$ cat config.mk
export PLATFORM = sky130hd
export DESIGN_NAME = axi_stream_slave_capture_flat
export DESIGN_NICKNAME = d
export VERILOG_FILES = /design/src/rtl/axi_stream_slave_capture_if.sv /design/src/rtl/axi_stream_slave_capture.sv /design/src/flat_wrapper.sv
export SDC_FILE = /design/constraint.sdc
export NUM_CORES = 1
export LEC_CHECK = 0
export ABC_CLOCK_PERIOD_IN_PS = 7000
export CAP_MARGIN = 0
export CORE_UTILIZATION = 62
export CTS_BUF_LIST = sky130_fd_sc_hd__clkbuf_2
export DETAILED_ROUTE_END_ITERATION = 6
export PLACE_DENSITY = 0.81
export SYNTH_ARGS = -nofsm -noshare
export SYNTH_HDL_FRONTEND = slang
export SYNTH_SLANG_ARGS = --single-unit
$ cat constraint.sdc
create_clock -name s00_axis_aclk -period 7 [get_ports s00_axis_aclk]
set_clock_uncertainty 0.15 [all_clocks]
set_input_delay 0.7 -clock s00_axis_aclk [delete_from_list [all_inputs] [get_ports s00_axis_aclk]]
set_output_delay 0.7 -clock s00_axis_aclk [all_outputs]
set_load 0.1 [all_outputs]
$ cat src/rtl/axi_stream_slave_capture_if.sv
// AXI4-Stream beat bundle between an upstream source and the capture block.
interface axi_stream_slave_capture_if #(
  parameter int C_S_AXIS_TDATA_WIDTH = 32
);
  logic                              s00_axis_tvalid;
  logic [C_S_AXIS_TDATA_WIDTH-1:0]   s00_axis_tdata;
  logic [C_S_AXIS_TDATA_WIDTH/8-1:0] s00_axis_tstrb;
  logic                              s00_axis_tlast;
  logic                              s00_axis_tready;

  modport master (
    output s00_axis_tvalid, s00_axis_tdata, s00_axis_tstrb, s00_axis_tlast,
    input  s00_axis_tready
  );

  modport slave (
    input  s00_axis_tvalid, s00_axis_tdata, s00_axis_tstrb, s00_axis_tlast,
    output s00_axis_tready
  );
endinterface

$ cat src/rtl/axi_stream_slave_capture.sv
// AXI4-Stream sink: buffers {tlast, tdata} in a FIFO and tracks packet statistics.
module axi_stream_slave_capture #(
  parameter int C_S_AXIS_TDATA_WIDTH = 32,
  parameter int FIFO_DEPTH           = 16
) (
  input  logic                               s00_axis_aclk,
  input  logic                               s00_axis_areset,
  axi_stream_slave_capture_if.slave          s00_axis,
  input  logic                               hold,
  input  logic                               rd_en,
  output logic                               rd_valid,
  output logic [C_S_AXIS_TDATA_WIDTH-1:0]    rd_data,
  output logic                               rd_last,
  output logic [$clog2(FIFO_DEPTH):0]        fifo_level,
  output logic                               pkt_done,
  output logic [15:0]                        pkt_len,
  output logic [15:0]                        pkt_count,
  output logic                               strb_err
);
  localparam int DW = C_S_AXIS_TDATA_WIDTH;
  localparam int AW = $clog2(FIFO_DEPTH);
  localparam int LW = AW + 1;

  typedef enum logic {S_IDLE, S_RECV} state_t;

  state_t        r_state, w_state_nxt;
  logic [DW:0]   r_mem [FIFO_DEPTH];
  logic [AW-1:0] r_wr_ptr, r_rd_ptr;
  logic [LW-1:0] r_level;
  logic [15:0]   r_wcnt, r_pkt_len, r_pkt_count;
  logic          r_pkt_done, r_strb_err;

  logic          w_full, w_ready, w_accept, w_pop, w_last_accept;
  logic [15:0]   w_wcnt_inc;

  // Full blocks acceptance even when a pop lands on the same edge.
  assign w_full        = (r_level == LW'(FIFO_DEPTH));
  assign w_ready       = !s00_axis_areset && !hold && !w_full;
  assign w_accept      = s00_axis.s00_axis_tvalid && w_ready;
  assign w_pop         = rd_en && (r_level != '0);
  assign w_last_accept = w_accept && s00_axis.s00_axis_tlast;
  assign w_wcnt_inc    = (r_wcnt == '1) ? r_wcnt : r_wcnt + 16'd1;

  assign s00_axis.s00_axis_tready = w_ready;

  assign rd_valid   = (r_level != '0);
  assign rd_data    = r_mem[r_rd_ptr][DW-1:0];
  assign rd_last    = r_mem[r_rd_ptr][DW];
  assign fifo_level = r_level;
  assign pkt_done   = r_pkt_done;
  assign pkt_len    = r_pkt_len;
  assign pkt_count  = r_pkt_count;
  assign strb_err   = r_strb_err;

  always_ff @(posedge s00_axis_aclk) begin
    if (w_accept) begin
      r_mem[r_wr_ptr] <= {s00_axis.s00_axis_tlast, s00_axis.s00_axis_tdata};
    end
  end

  always_ff @(posedge s00_axis_aclk or posedge s00_axis_areset) begin
    if (s00_axis_areset) begin
      r_wr_ptr <= '0;
      r_rd_ptr <= '0;
      r_level  <= '0;
    end else begin
      if (w_accept) r_wr_ptr <= r_wr_ptr + 1'b1;
      if (w_pop)    r_rd_ptr <= r_rd_ptr + 1'b1;
      case ({w_accept, w_pop})
        2'b10:   r_level <= r_level + 1'b1;
        2'b01:   r_level <= r_level - 1'b1;
        default: r_level <= r_level;
      endcase
    end
  end

  always_ff @(posedge s00_axis_aclk or posedge s00_axis_areset) begin
    if (s00_axis_areset) begin
      r_state <= S_IDLE;
    end else begin
      r_state <= w_state_nxt;
    end
  end

  always_comb begin
    w_state_nxt = r_state;
    case (r_state)
      S_IDLE: if (w_accept && !s00_axis.s00_axis_tlast) w_state_nxt = S_RECV;
      S_RECV: if (w_last_accept)                        w_state_nxt = S_IDLE;
      default:                                          w_state_nxt = S_IDLE;
    endcase
  end

  // Statistics land one edge after the closing beat, together with the pulse.
  always_ff @(posedge s00_axis_aclk or posedge s00_axis_areset) begin
    if (s00_axis_areset) begin
      r_wcnt      <= '0;
      r_pkt_len   <= '0;
      r_pkt_count <= '0;
      r_pkt_done  <= 1'b0;
      r_strb_err  <= 1'b0;
    end else begin
      r_pkt_done <= w_last_accept;
      if (w_last_accept) begin
        r_wcnt      <= '0;
        r_pkt_len   <= w_wcnt_inc;
        r_pkt_count <= r_pkt_count + 16'd1;
      end else if (w_accept) begin
        r_wcnt <= w_wcnt_inc;
      end
      if (w_accept && (s00_axis.s00_axis_tstrb != '1)) begin
        r_strb_err <= 1'b1;
      end
    end
  end
endmodule

$ cat src/flat_wrapper.sv
// flat-port wrapper written by rule: the top's interface ports become plain ports
module axi_stream_slave_capture_flat 
#(
  parameter int C_S_AXIS_TDATA_WIDTH = 32,
  parameter int FIFO_DEPTH           = 16
)
  (s00_axis_aclk, s00_axis_areset, hold, rd_en, rd_valid, rd_data, rd_last, fifo_level, pkt_done, pkt_len, pkt_count, strb_err, s00_axis_s00_axis_tvalid, s00_axis_s00_axis_tdata, s00_axis_s00_axis_tstrb, s00_axis_s00_axis_tlast, s00_axis_s00_axis_tready);
  axi_stream_slave_capture_if #(.C_S_AXIS_TDATA_WIDTH(C_S_AXIS_TDATA_WIDTH)) s00_axis_i ();
  input  logic s00_axis_aclk;
  input  logic s00_axis_areset;
  input  logic hold;
  input  logic rd_en;
  output logic rd_valid;
  output logic [C_S_AXIS_TDATA_WIDTH-1:0] rd_data;
  output logic rd_last;
  output logic [$clog2(FIFO_DEPTH):0] fifo_level;
  output logic pkt_done;
  output logic [15:0] pkt_len;
  output logic [15:0] pkt_count;
  output logic strb_err;
  input wire logic [$bits(s00_axis_i.s00_axis_tvalid)-1:0] s00_axis_s00_axis_tvalid;
  input wire logic [$bits(s00_axis_i.s00_axis_tdata)-1:0] s00_axis_s00_axis_tdata;
  input wire logic [$bits(s00_axis_i.s00_axis_tstrb)-1:0] s00_axis_s00_axis_tstrb;
  input wire logic [$bits(s00_axis_i.s00_axis_tlast)-1:0] s00_axis_s00_axis_tlast;
  output wire logic [$bits(s00_axis_i.s00_axis_tready)-1:0] s00_axis_s00_axis_tready;
  assign s00_axis_i.s00_axis_tvalid = s00_axis_s00_axis_tvalid;
  assign s00_axis_i.s00_axis_tdata = s00_axis_s00_axis_tdata;
  assign s00_axis_i.s00_axis_tstrb = s00_axis_s00_axis_tstrb;
  assign s00_axis_i.s00_axis_tlast = s00_axis_s00_axis_tlast;
  assign s00_axis_s00_axis_tready = s00_axis_i.s00_axis_tready;
  axi_stream_slave_capture #(.C_S_AXIS_TDATA_WIDTH(C_S_AXIS_TDATA_WIDTH), .FIFO_DEPTH(FIFO_DEPTH)) u_core (.s00_axis_aclk(s00_axis_aclk), .s00_axis_areset(s00_axis_areset), .s00_axis(s00_axis_i), .hold(hold), .rd_en(rd_en), .rd_valid(rd_valid), .rd_data(rd_data), .rd_last(rd_last), .fifo_level(fifo_level), .pkt_done(pkt_done), .pkt_len(pkt_len), .pkt_count(pkt_count), .strb_err(strb_err));
endmodule
* Word-level counts from Yosys, hierarchy flattened
Memories as Yosys holds them, arrays and structs flattened. Index checks and enable logic that the tools add are counted. W data, S select, Z words.
Word-level totals: register bits after elaboration 63, bits in writable memories 528, input bits 42, output and inout port bits 74, memories kept 1
Memory list:
- u_core.r_mem | words 16, bits a word 33, rd ports 1, clocked after Yosys merged registers in 0, write ports 1, line axi_stream_slave_capture.sv:27 | logic [DW:0] r_mem [FIFO_DEPTH];
Cells by class: add/sub/neg operators 6, equal/unequal tests 5, multiplexer cells 6, reductions and logical operators 12
Operators by type and width (number):
- $mux W16 | 3
- $add A16 B1 Y16 const B | 2
- $eq A16 B16 Y1 const B | 1
- $pmux W5 S2 | 1
- $add A4 B1 Y4 const B | 2
- $logic_and A1 B1 Y1 | 6
- $add A5 B1 Y5 const B | 1
- $eq A5 B5 Y1 const B | 1
- $reduce_bool A5 Y1 | 1
- $sub A5 B1 Y5 const B | 1
- $ne A4 B4 Y1 const B | 1
- $reduce_bool A2 Y1 | 2
- $logic_not A1 Y1 | 3
- $eq A2 B1 Y1 const B | 1
- $eq A2 B2 Y1 const B | 1
- $mux W1 | 2

* Longest topological paths before layout
Gate-level depths: netlist (run 1).
depth in word-level cells 6, gate-level depth with buffers 10, mapped depth without buffers 9

* Worst setup path before layout (run 1)
OpenSTA, ideal clock, no wires.
path kind register to register, from reg u_core.r_level[0] (netlist: u_core.fifo_level[0]), to mem u_core.r_mem[0][0] (netlist bit) (enable), arrival time 5302 ps, slack 1030 ps, stages on the path, launching flop included 6, buffers on the path 1, cells stage by stage dfrtp_1 -> nor4_4 -> a21oi_2 -> inv_2 -> clkbuf_1 -> nor4b_1
Between the ends: word-level cells in the longest chain between the ends 6
Ends and longest elaborated chain:
- start: declaration | line axi_stream_slave_capture.sv:29 | logic [LW-1:0] r_level;
- start signal: assignment | line axi_stream_slave_capture.sv:70 | 2'b10: r_level <= r_level + 1'b1;
- start signal: assignment | line axi_stream_slave_capture.sv:71 | 2'b01: r_level <= r_level - 1'b1;
- start signal: assignment | line axi_stream_slave_capture.sv:72 | default: r_level <= r_level;
- $eq A5 B5 Y1 | line axi_stream_slave_capture.sv:37 | assign w_full = (r_level == LW'(FIFO_DEPTH));
- $logic_not A1 Y1 | line axi_stream_slave_capture.sv:38 | assign w_ready = !s00_axis_areset && !hold && !w_full;
- $logic_and A1 B1 Y1 | line axi_stream_slave_capture.sv:38
- $logic_and A1 B1 Y1 | line axi_stream_slave_capture.sv:39 | assign w_accept = s00_axis.s00_axis_tvalid && w_ready;
- $mux W1 | line axi_stream_slave_capture.sv:56 | if (w_accept) begin
- $mux W1 (implied by the code) | line axi_stream_slave_capture.sv:57 | r_mem[r_wr_ptr] <= {s00_axis.s00_axis_tlast, s00_axis.s00_axis_tdata};
- end: declaration | line axi_stream_slave_capture.sv:27
Every way passes these cells.

* Worst setup path in the final report (run 1)
from reg u_core.r_rd_ptr[1], to out rd_data[1]
Between the ends: word-level cells in the longest chain between the ends 1
Ends and longest elaborated chain:
- start: declaration | line axi_stream_slave_capture.sv:28 | logic [AW-1:0] r_wr_ptr, r_rd_ptr;
- start signal: assignment | line axi_stream_slave_capture.sv:68 | if (w_pop) r_rd_ptr <= r_rd_ptr + 1'b1;
- $mem_v2 Z16 W33
- end: declaration | line flat_wrapper.sv:14 | output logic [C_S_AXIS_TDATA_WIDTH-1:0] rd_data;
Every way passes these cells.

==> results of run 1 <==
[cells in the final DEF (no fill, tap or decap), drive strengths merged, types with 8 or more instances in the layout]
cell and instances:
xnor2 24, nand2 39, dfrtp 63, o21ai 18, clkinv 18, nand4 9
ha 11, a21oi 13, clkbuf 202, nor2 11, buf 29, and4 8
inv 16, mux4 165, nor3 14, xor2 8, nand3 19, clkdlybuf4s50 115
edfxtp 528
[kinds of logic after synthesis]
group,Yosys count
and+or+nand+nor,134
muxes,170
AOI/OAI and AO/OA,73
adders and majority gates,12
buffers and inverters,68
xor gates and xnor gates,32
DFF,591
[registers in the layout, indices dropped and copies added (netlist names)]
signal             count
u_core.fifo_level      5
u_core.r_wr_ptr        4
u_core.r_wcnt         16
u_core.pkt_count      16
u_core.pkt_len        16
u_core.strb_err        1
u_core.pkt_done        1
u_core.r_mem         528
u_core.r_rd_ptr        4
[worst max-delay path, delay by kind of cell (launching register included)]
| kind | cells | cell delay [ns] |
|---|---|---|
| buf+inv | 2 | 1.47 |
| flops | 1 | 0.86 |
| mux | 2 | 0.95 |
[per-stage QoR]
stage	total power, mW	setup WS [ns]	utilization [%]	instance area (sq um)	std cells
after floorplan	7.79	1.03	-	23300	1080
after global placement	8.62	2.80	68.0	25000	1634
after detailed placement	8.67	2.79	68.0	25000	1634
after CTS	10.9	1.62	71.4	26300	1865
after global routing	11.2	1.52	71.4	26300	1867
final	10.7	1.70	71.4	26300	1867
[per-layer routing]
metal  routed length, microns  share of wire, %  global-route usage (%)
met5                       13             0.027                       0
met4                      754               1.6                    8.42
met3                     3800               8.0                    6.72
met2                    24100                51                    40.9
met1                    18900                40                    36.5
[power groups by stage]
stage / sequential [mW] / combinational [mW] / clock, mW
2_1_floorplan: 4.51 / 3.27 / 0
3_3_place_gp: 4.30 / 4.32 / 0
3_5_place_dp: 4.31 / 4.36 / 0
4_1_cts: 4.23 / 4.38 / 2.24
5_1_grt: 4.26 / 4.52 / 2.39
6_report: 4.23 / 4.34 / 2.17
[layout make-up]
cell class / instances / area share (%)
tap: 468 / 2.23
antenna: 2 / 0.0191
multi-input combinational: 421 / 21.2
clock buffer: 202 / 3.85
clock inverter: 29 / 0.829
inverter: 10 / 0.143
timing repair buffer: 144 / 5.31
sequential: 591 / 66.4
[how the worst min path moves through the flow]
stage	start	depth (start not counted)	slack, ns	endpoint
floorplan	u_core.r_wcnt[7]$_DFFE_PP0P_	2	0.39	u_core.r_wcnt[7]$_DFFE_PP0P_
detailed placement	u_core.strb_err$_DFFE_PP0P_	1	0.30	u_core.strb_err$_DFFE_PP0P_
global placement	u_core.strb_err$_DFFE_PP0P_	1	0.30	u_core.strb_err$_DFFE_PP0P_
CTS	s00_axis_s00_axis_tstrb[1]	3	0.05	u_core.strb_err$_DFFE_PP0P_
global route	s00_axis_s00_axis_tstrb[1]	3	0.1	u_core.strb_err$_DFFE_PP0P_
finish	s00_axis_areset	3	0.15	u_core.r_wr_ptr[2]$_DFFE_PP0P_
==> reports/metrics.csv, run 1 <==
stage,metric,value,unit
floorplanning,die height,196,microns
worst_setup_path,Worst R2R Start,u_core.fifo_level[0]$_DFFE_PP0P_,
synth,Synth Register Bits,591,
synth,"Avg Cell Area, Syn",21.6,sq um
floorplanning,Die Footprint,38300,sq um
clock_network,CTS root buffer,clkbuf_2,
clock_network,CTS Buf Count,144,
synth,main combinational cell family by area after synthesis,multiplexers,
clock_network,Skew-Pair Late Insertion Delay,1.04,ns
synth,Post-Synth Adder-Cell Area,0.677,%
power_and_ir_drop,Pwr Density,409,nW/um^2
worst_setup_path,R2R Setup Slk,3.55,ns
synth,mux cell area share after synthesis,16.2,%
final_layout,ratio of cells with drive above 1 in the final layout,31.9,%
detailed_routing,remaining antenna violation count after routing,0,
power_and_ir_drop,sw power,4.31,mW
final_layout,FF+latch area,17400,sq um
synth,most common cell in the synthesized netlist,edfxtp_1,
final_layout,layout overhead on the synthesized area,12.8,%
detailed_routing,routed wire length,47600,microns
final_layout,Multi-input gate area,5570,sq um
min_path,worst min path class,input pin to async pin,
worst_setup_path,crit end category,output port,
synth,Netlist Area Pre-Place,23300,sq um
detailed_routing,TritonRoute pass-1 iters,5,
detailed_routing,routed len/inst,25.5,microns
placed_design,Port Buf Inserts,115,
detailed_routing,vias per cell,6.39,
power_and_ir_drop,switch share,40.2,%
worst_setup_path,Critical Path Max Stage Delay,1.00,ns
synth,"top cells by area, synth","edfxtp_1 (68%), mux4_2 (16%), dfrtp_1 (6.8%)",
worst_setup_path,slowest CP cell,clkdlybuf4s50_1,
clock_network,Worst-path clk slew,0.12,ns
synth,"Top FF cell, synth",edfxtp_1,
sta,worst slew pin tran,1.08,ns
clock_network,CTS resizes,0,
global_routing,total gr overflow,0,
power_and_ir_drop,Logic pwr share,40.4,%
sta,endpoints failing setup,0,
final_layout,Layout fillers,2193,
synth,top cell type's share of synthesized area,68.1,%
synth,Yosys warnings,0,
floorplanning,core area,36800,sq um
global_routing,first-pass GRT wire length,72600,microns
synth,XOR/XNOR Fraction of Synth Area,1.20,%
power_and_ir_drop,Leak Pwr,8.76,nW
power_and_ir_drop,internal power,6.42,mW
clock_network,worst-case clock buffer depth,3,
clock_network,CTS tree,done,
worst_setup_path,reg2reg path depth,10,
floorplanning,number of placement rows,70,
sta,Fmax achieved,189,MHz
worst_setup_path,Setup CP Type,register to output port,
worst_setup_path,Setup crit end,rd_data[1],
global_routing,initial antenna violation count,3,
power_and_ir_drop,Peak VDD IR,0.483,mV
synth,asr flop ratio synth,10.7,%
worst_setup_path,reg-to-reg endpoint,u_core.fifo_level[4]$_DFFE_PP0P_,
detailed_routing,DR vias,11900,
synth,syn_nets,1134,
sta,Setup TNS,0,ns
synth,largest area contributor in the netlist,edfxtp_1,
detailed_routing,initial detailed-routing violation count,1063,
run_status,outcome,completed,
run,maxcap violations,0,
synth,sequential area share after synthesis,74.9,%
sta,Fin. Hold Viols,0,
synth,post-synthesis simple-gate area fraction,3.38,%
sta,fin. max-slew vios,0,
clock_network,htree depth,4,
worst_setup_path,Crit path required time,6.15,ns
clock_network,# hold bufs at CTS,0,
global_routing,largest net degree at the start of global routing,93,
synth,Syn Inst Count,1080,
sta,final hold slack,0.154,ns
placed_design,dpl hpwl,25300,microns
clock_network,post-CTS setup buffers,0,
floorplanning,die width,196,microns
worst_setup_path,most used cell along the critical path,mux4_2,
worst_setup_path,startpoint types,register,
sta,Final period util,75.8,%
clock_network,# clock sinks,591,
synth,Post-synth EDFFs,528,
synth,most frequent cells after synthesis,"edfxtp_1 (528), mux4_2 (165), dfrtp_1 (63)",
floorplanning,Starting Density,63.3,%
sta,RSZ-0062 raised after global routing,no,
worst_setup_path,crit-path max FO,92,
final_layout,Final nets,1366,
worst_setup_path,Crit. Startpoint,u_core.r_rd_ptr[1]$_DFFE_PP0P_,
power_and_ir_drop,clock share of power,20.2,%
sta,Rel. slew slack,27.4,%
worst_setup_path,Critical Path AT,4.45,ns
power_and_ir_drop,sequential fraction of design power,39.4,%
detailed_routing,DRC Markers,0,
global_routing,vias in the first global route,12200,
sta,minimum clock period,5.30,ns
synth,share of the synthesized area in compound gates (AO/OA/AOI/OAI),2.25,%
placed_design,GP Congestion,0.803,
synth,"Distinct cells, synth",67,
worst_setup_path,worst-path cell chain,buf_12 -> mux4_2 -> mux4_2 -> clkdlybuf4s50_1,
global_routing,gr usage total,26.1,%
floorplanning,Ports,116,
No activity file was read; power rests on OpenSTA's default activity.
==> run 2, diff against run 1 <==
- ABC_CLOCK_PERIOD_IN_PS: 7000 -> 4900
- clock period: 7 -> 4.9 ns (I/O delays scaled with it)
==> reports/metrics.csv, run 2 (synthesized netlist as in run 1, its figures left out) <==
stage,metric,value,unit,change
sta,RSZ-0062 raised after global routing,no,,unchanged
final_layout,final instance area,26600,sq um,"was 26,300 sq um"
worst_setup_path,slowest CP cell,clkdlybuf4s50_1,,unchanged
global_routing,gr usage total,27.9,%,was 26.1%
worst_setup_path,Crit path required time,4.26,ns,was 6.15 ns
detailed_routing,DRC Markers,0,,unchanged
final_layout,layout overhead on the synthesized area,14.2,%,was 12.8%
floorplanning,die width,196,microns,unchanged
detailed_routing,remaining antenna violation count after routing,0,,unchanged
clock_network,# clock sinks,591,,unchanged
power_and_ir_drop,Total Power,15.7,mW,was 10.7 mW
placed_design,Port Buf Inserts,115,,unchanged
global_routing,vias in the first global route,12600,,"was 12,200"
sta,worst slew pin tran,1.02,ns,was 1.08 ns
detailed_routing,vias per cell,6.41,,was 6.39
power_and_ir_drop,Leak Pwr,8.96,nW,was 8.76 nW
global_routing,total gr overflow,0,,unchanged
placed_design,pre-CTS setup slack,1.03,ns,was 2.79 ns
worst_setup_path,Bufs and invs on worst path,2,,unchanged
floorplanning,Die Footprint,38300,sq um,unchanged
final_layout,"commonest cells after routing, fill and taps aside","edfxtp_1 (528), clkbuf_2 (197), mux4_2 (165)",,"was edfxtp_1 (528), clkbuf_2 (202), mux4_2 (165)"
detailed_routing,DR vias,12200,,"was 11,900"
final_layout,"most common cell after layout, fill and taps aside",edfxtp_1,,unchanged
floorplanning,Starting Density,63.3,%,unchanged
clock_network,CTS root buffer,clkbuf_2,,unchanged
sta,fin. max-slew vios,0,,unchanged
detailed_routing,routed wl met2,26400,microns,"was 24,100 microns"
detailed_routing,top layer in use,met4,,was met5
sta,Setup TNS,0,ns,unchanged
worst_setup_path,Critical Path Max Stage Delay,0.98,ns,was 1.00 ns
clock_network,Skew-Pair Late Insertion Delay,1.02,ns,was 1.04 ns
global_routing,initial antenna violation count,1,,was 3
final_layout,ratio of cells with drive above 1 in the final layout,33.0,%,was 31.9%
clock_network,CTS Buf Count,144,,unchanged
sta,minimum clock period,4.76,ns,
worst_setup_path,Setup CP Type,register to output port,,unchanged
worst_setup_path,crit-path max FO,34,,was 92
floorplanning,core area,36800,sq um,unchanged
final_layout,Largest register FFs,528,,unchanged
detailed_routing,initial detailed-routing violation count,1150,,"was 1,063"
power_and_ir_drop,Pwr Density,589,nW/um^2,was 409 nW/um^2
detailed_routing,routed len/inst,27.1,microns,was 25.5 microns
worst_setup_path,kind of cell adding the most delay to the critical path,buffers and inverters,,unchanged
final_layout,Largest Register,u_core.r_mem,,unchanged
worst_setup_path,worst-path cell chain,buf_4 -> mux4_2 -> mux4_2 -> clkdlybuf4s50_1,,was buf_12 -> mux4_2 -> mux4_2 -> clkdlybuf4s50_1
sta,Rel. slew slack,31.5,%,was 27.4%
sta,Final period util,97.1,%,
clock_network,CTS tree,done,,unchanged
global_routing,largest net degree at the start of global routing,49,,was 93
clock_network,worst-case clock buffer depth,3,,unchanged
final_layout,FF+latch area,17400,sq um,unchanged
run_status,outcome,completed,,unchanged
detailed_routing,Met1 Wirelength,19600,microns,"was 18,900 microns"
detailed_routing,routed wire length,51500,microns,"was 47,600 microns"
placed_design,placed cell areas,25200,sq um,"was 25,000 sq um"
final_layout,Final Util,72.2,%,was 71.4%
sta,Fmax achieved,210,MHz,
placed_design,dpl hpwl,28300,microns,"was 25,300 microns"
run,maxcap violations,0,,unchanged
floorplanning,number of placement rows,70,,unchanged
clock_network,htree depth,4,,unchanged
clock_network,Worst-path clk slew,0.11,ns,was 0.12 ns
worst_setup_path,most used cell along the critical path,mux4_2,,unchanged
detailed_routing,met3 WL post-DR,4130,microns,was 3800 microns
final_layout,Multi-input gate area,5600,sq um,was 5570 sq um
worst_setup_path,startpoint types,register,,unchanged
min_path,worst min path class,input pin to register,,was input pin to async pin
global_routing,first-pass GRT wire length,76300,microns,"was 72,600 microns"
detailed_routing,TritonRoute pass-1 iters,7,,was 5
floorplanning,Ports,116,,unchanged
worst_setup_path,crit end category,output port,,unchanged
power_and_ir_drop,Peak VDD IR,0.522,mV,was 0.483 mV
sta,setup ws final,0.144,ns,was 1.70 ns
final_layout,Final nets,1385,,"was 1,366"
sta,Fin. Hold Viols,0,,unchanged
final_layout,Layout fillers,2200,,"was 2,193"
worst_setup_path,Critical Path AT,4.12,ns,was 4.45 ns
placed_design,GP Congestion,0.814,,was 0.803
sta,endpoints failing setup,0,,unchanged
floorplanning,die height,196,microns,unchanged
run 2: worst min-delay path: cells and delay by family:
family	cells	cell delay (ns)
buffers and inverters	1	0.39
xor gates and xnor gates	1	0.15
AOI/OAI and AO/OA	1	0.20
run 2: worst paths after layout:
path                                                     to  slack (ns)                        startpoint  cells after the start
min in group asynchronous     u_core.r_wcnt[11]$_DFFE_PP0P_        0.44                   s00_axis_areset                      3
min reg2reg                     u_core.strb_err$_DFFE_PP0P_        0.32       u_core.strb_err$_DFFE_PP0P_                      1
max reg2reg                u_core.fifo_level[4]$_DFFE_PP0P_        1.63  u_core.fifo_level[0]$_DFFE_PP0P_                      9
max in group asynchronous      u_core.r_wcnt[6]$_DFFE_PP0P_        3.28                   s00_axis_areset                      4
min                          u_core.r_rd_ptr[0]$_DFFE_PP0P_        0.11                             rd_en                      3
max                                             rd_data[22]        0.14    u_core.r_rd_ptr[1]$_DFFE_PP0P_                      4
run 2: timing repair:
action | in CTS | in global routing
setup buffers | 0 | 0
setup endpoints to repair | 2 | 5
hold endpoints to repair | 39 | 0
hold buffers | 3 | 0
gates resized for setup | 2 | 5
run 2: power by group:
part / leakage [nW] / switching (mW) / internal [mW]
Clock: 0.973 / 1.92 / 1.41
Combinational: 2.43 / 4.07 / 2.17
Sequential: 5.55 / 0.374 / 5.71
Total: 8.96 / 6.36 / 9.29
run 2: per-layer routing:
metal	up-vias	track usage, %
met3	95	6.00
met5	-	0
met4	0	10.4
li1	5123	-
met2	672	45.8
met1	6291	37.4
run 2: per-stage QoR:
stage / hold WS, ns / std cells
after global placement: 0.295 / 1650
after CTS: 0.0312 / 1900
after global routing: 0.0700 / 1901
final: 0.113 / 1901
after floorplan: 0.388 / 1080
after detailed placement: 0.294 / 1650
run 2: final cells by class:
| class | instances | share of cell area [%] |
|---|---|---|
| timing repair buffer | 163 | 5.83 |
| antenna | 1 | 0.00942 |
| sequential | 591 | 65.6 |
| clock inverter | 50 | 1.42 |
| inverter | 10 | 0.141 |
| tap | 468 | 2.20 |
| clock buffer | 197 | 3.71 |
| multi-input combinational | 421 | 21.1 |
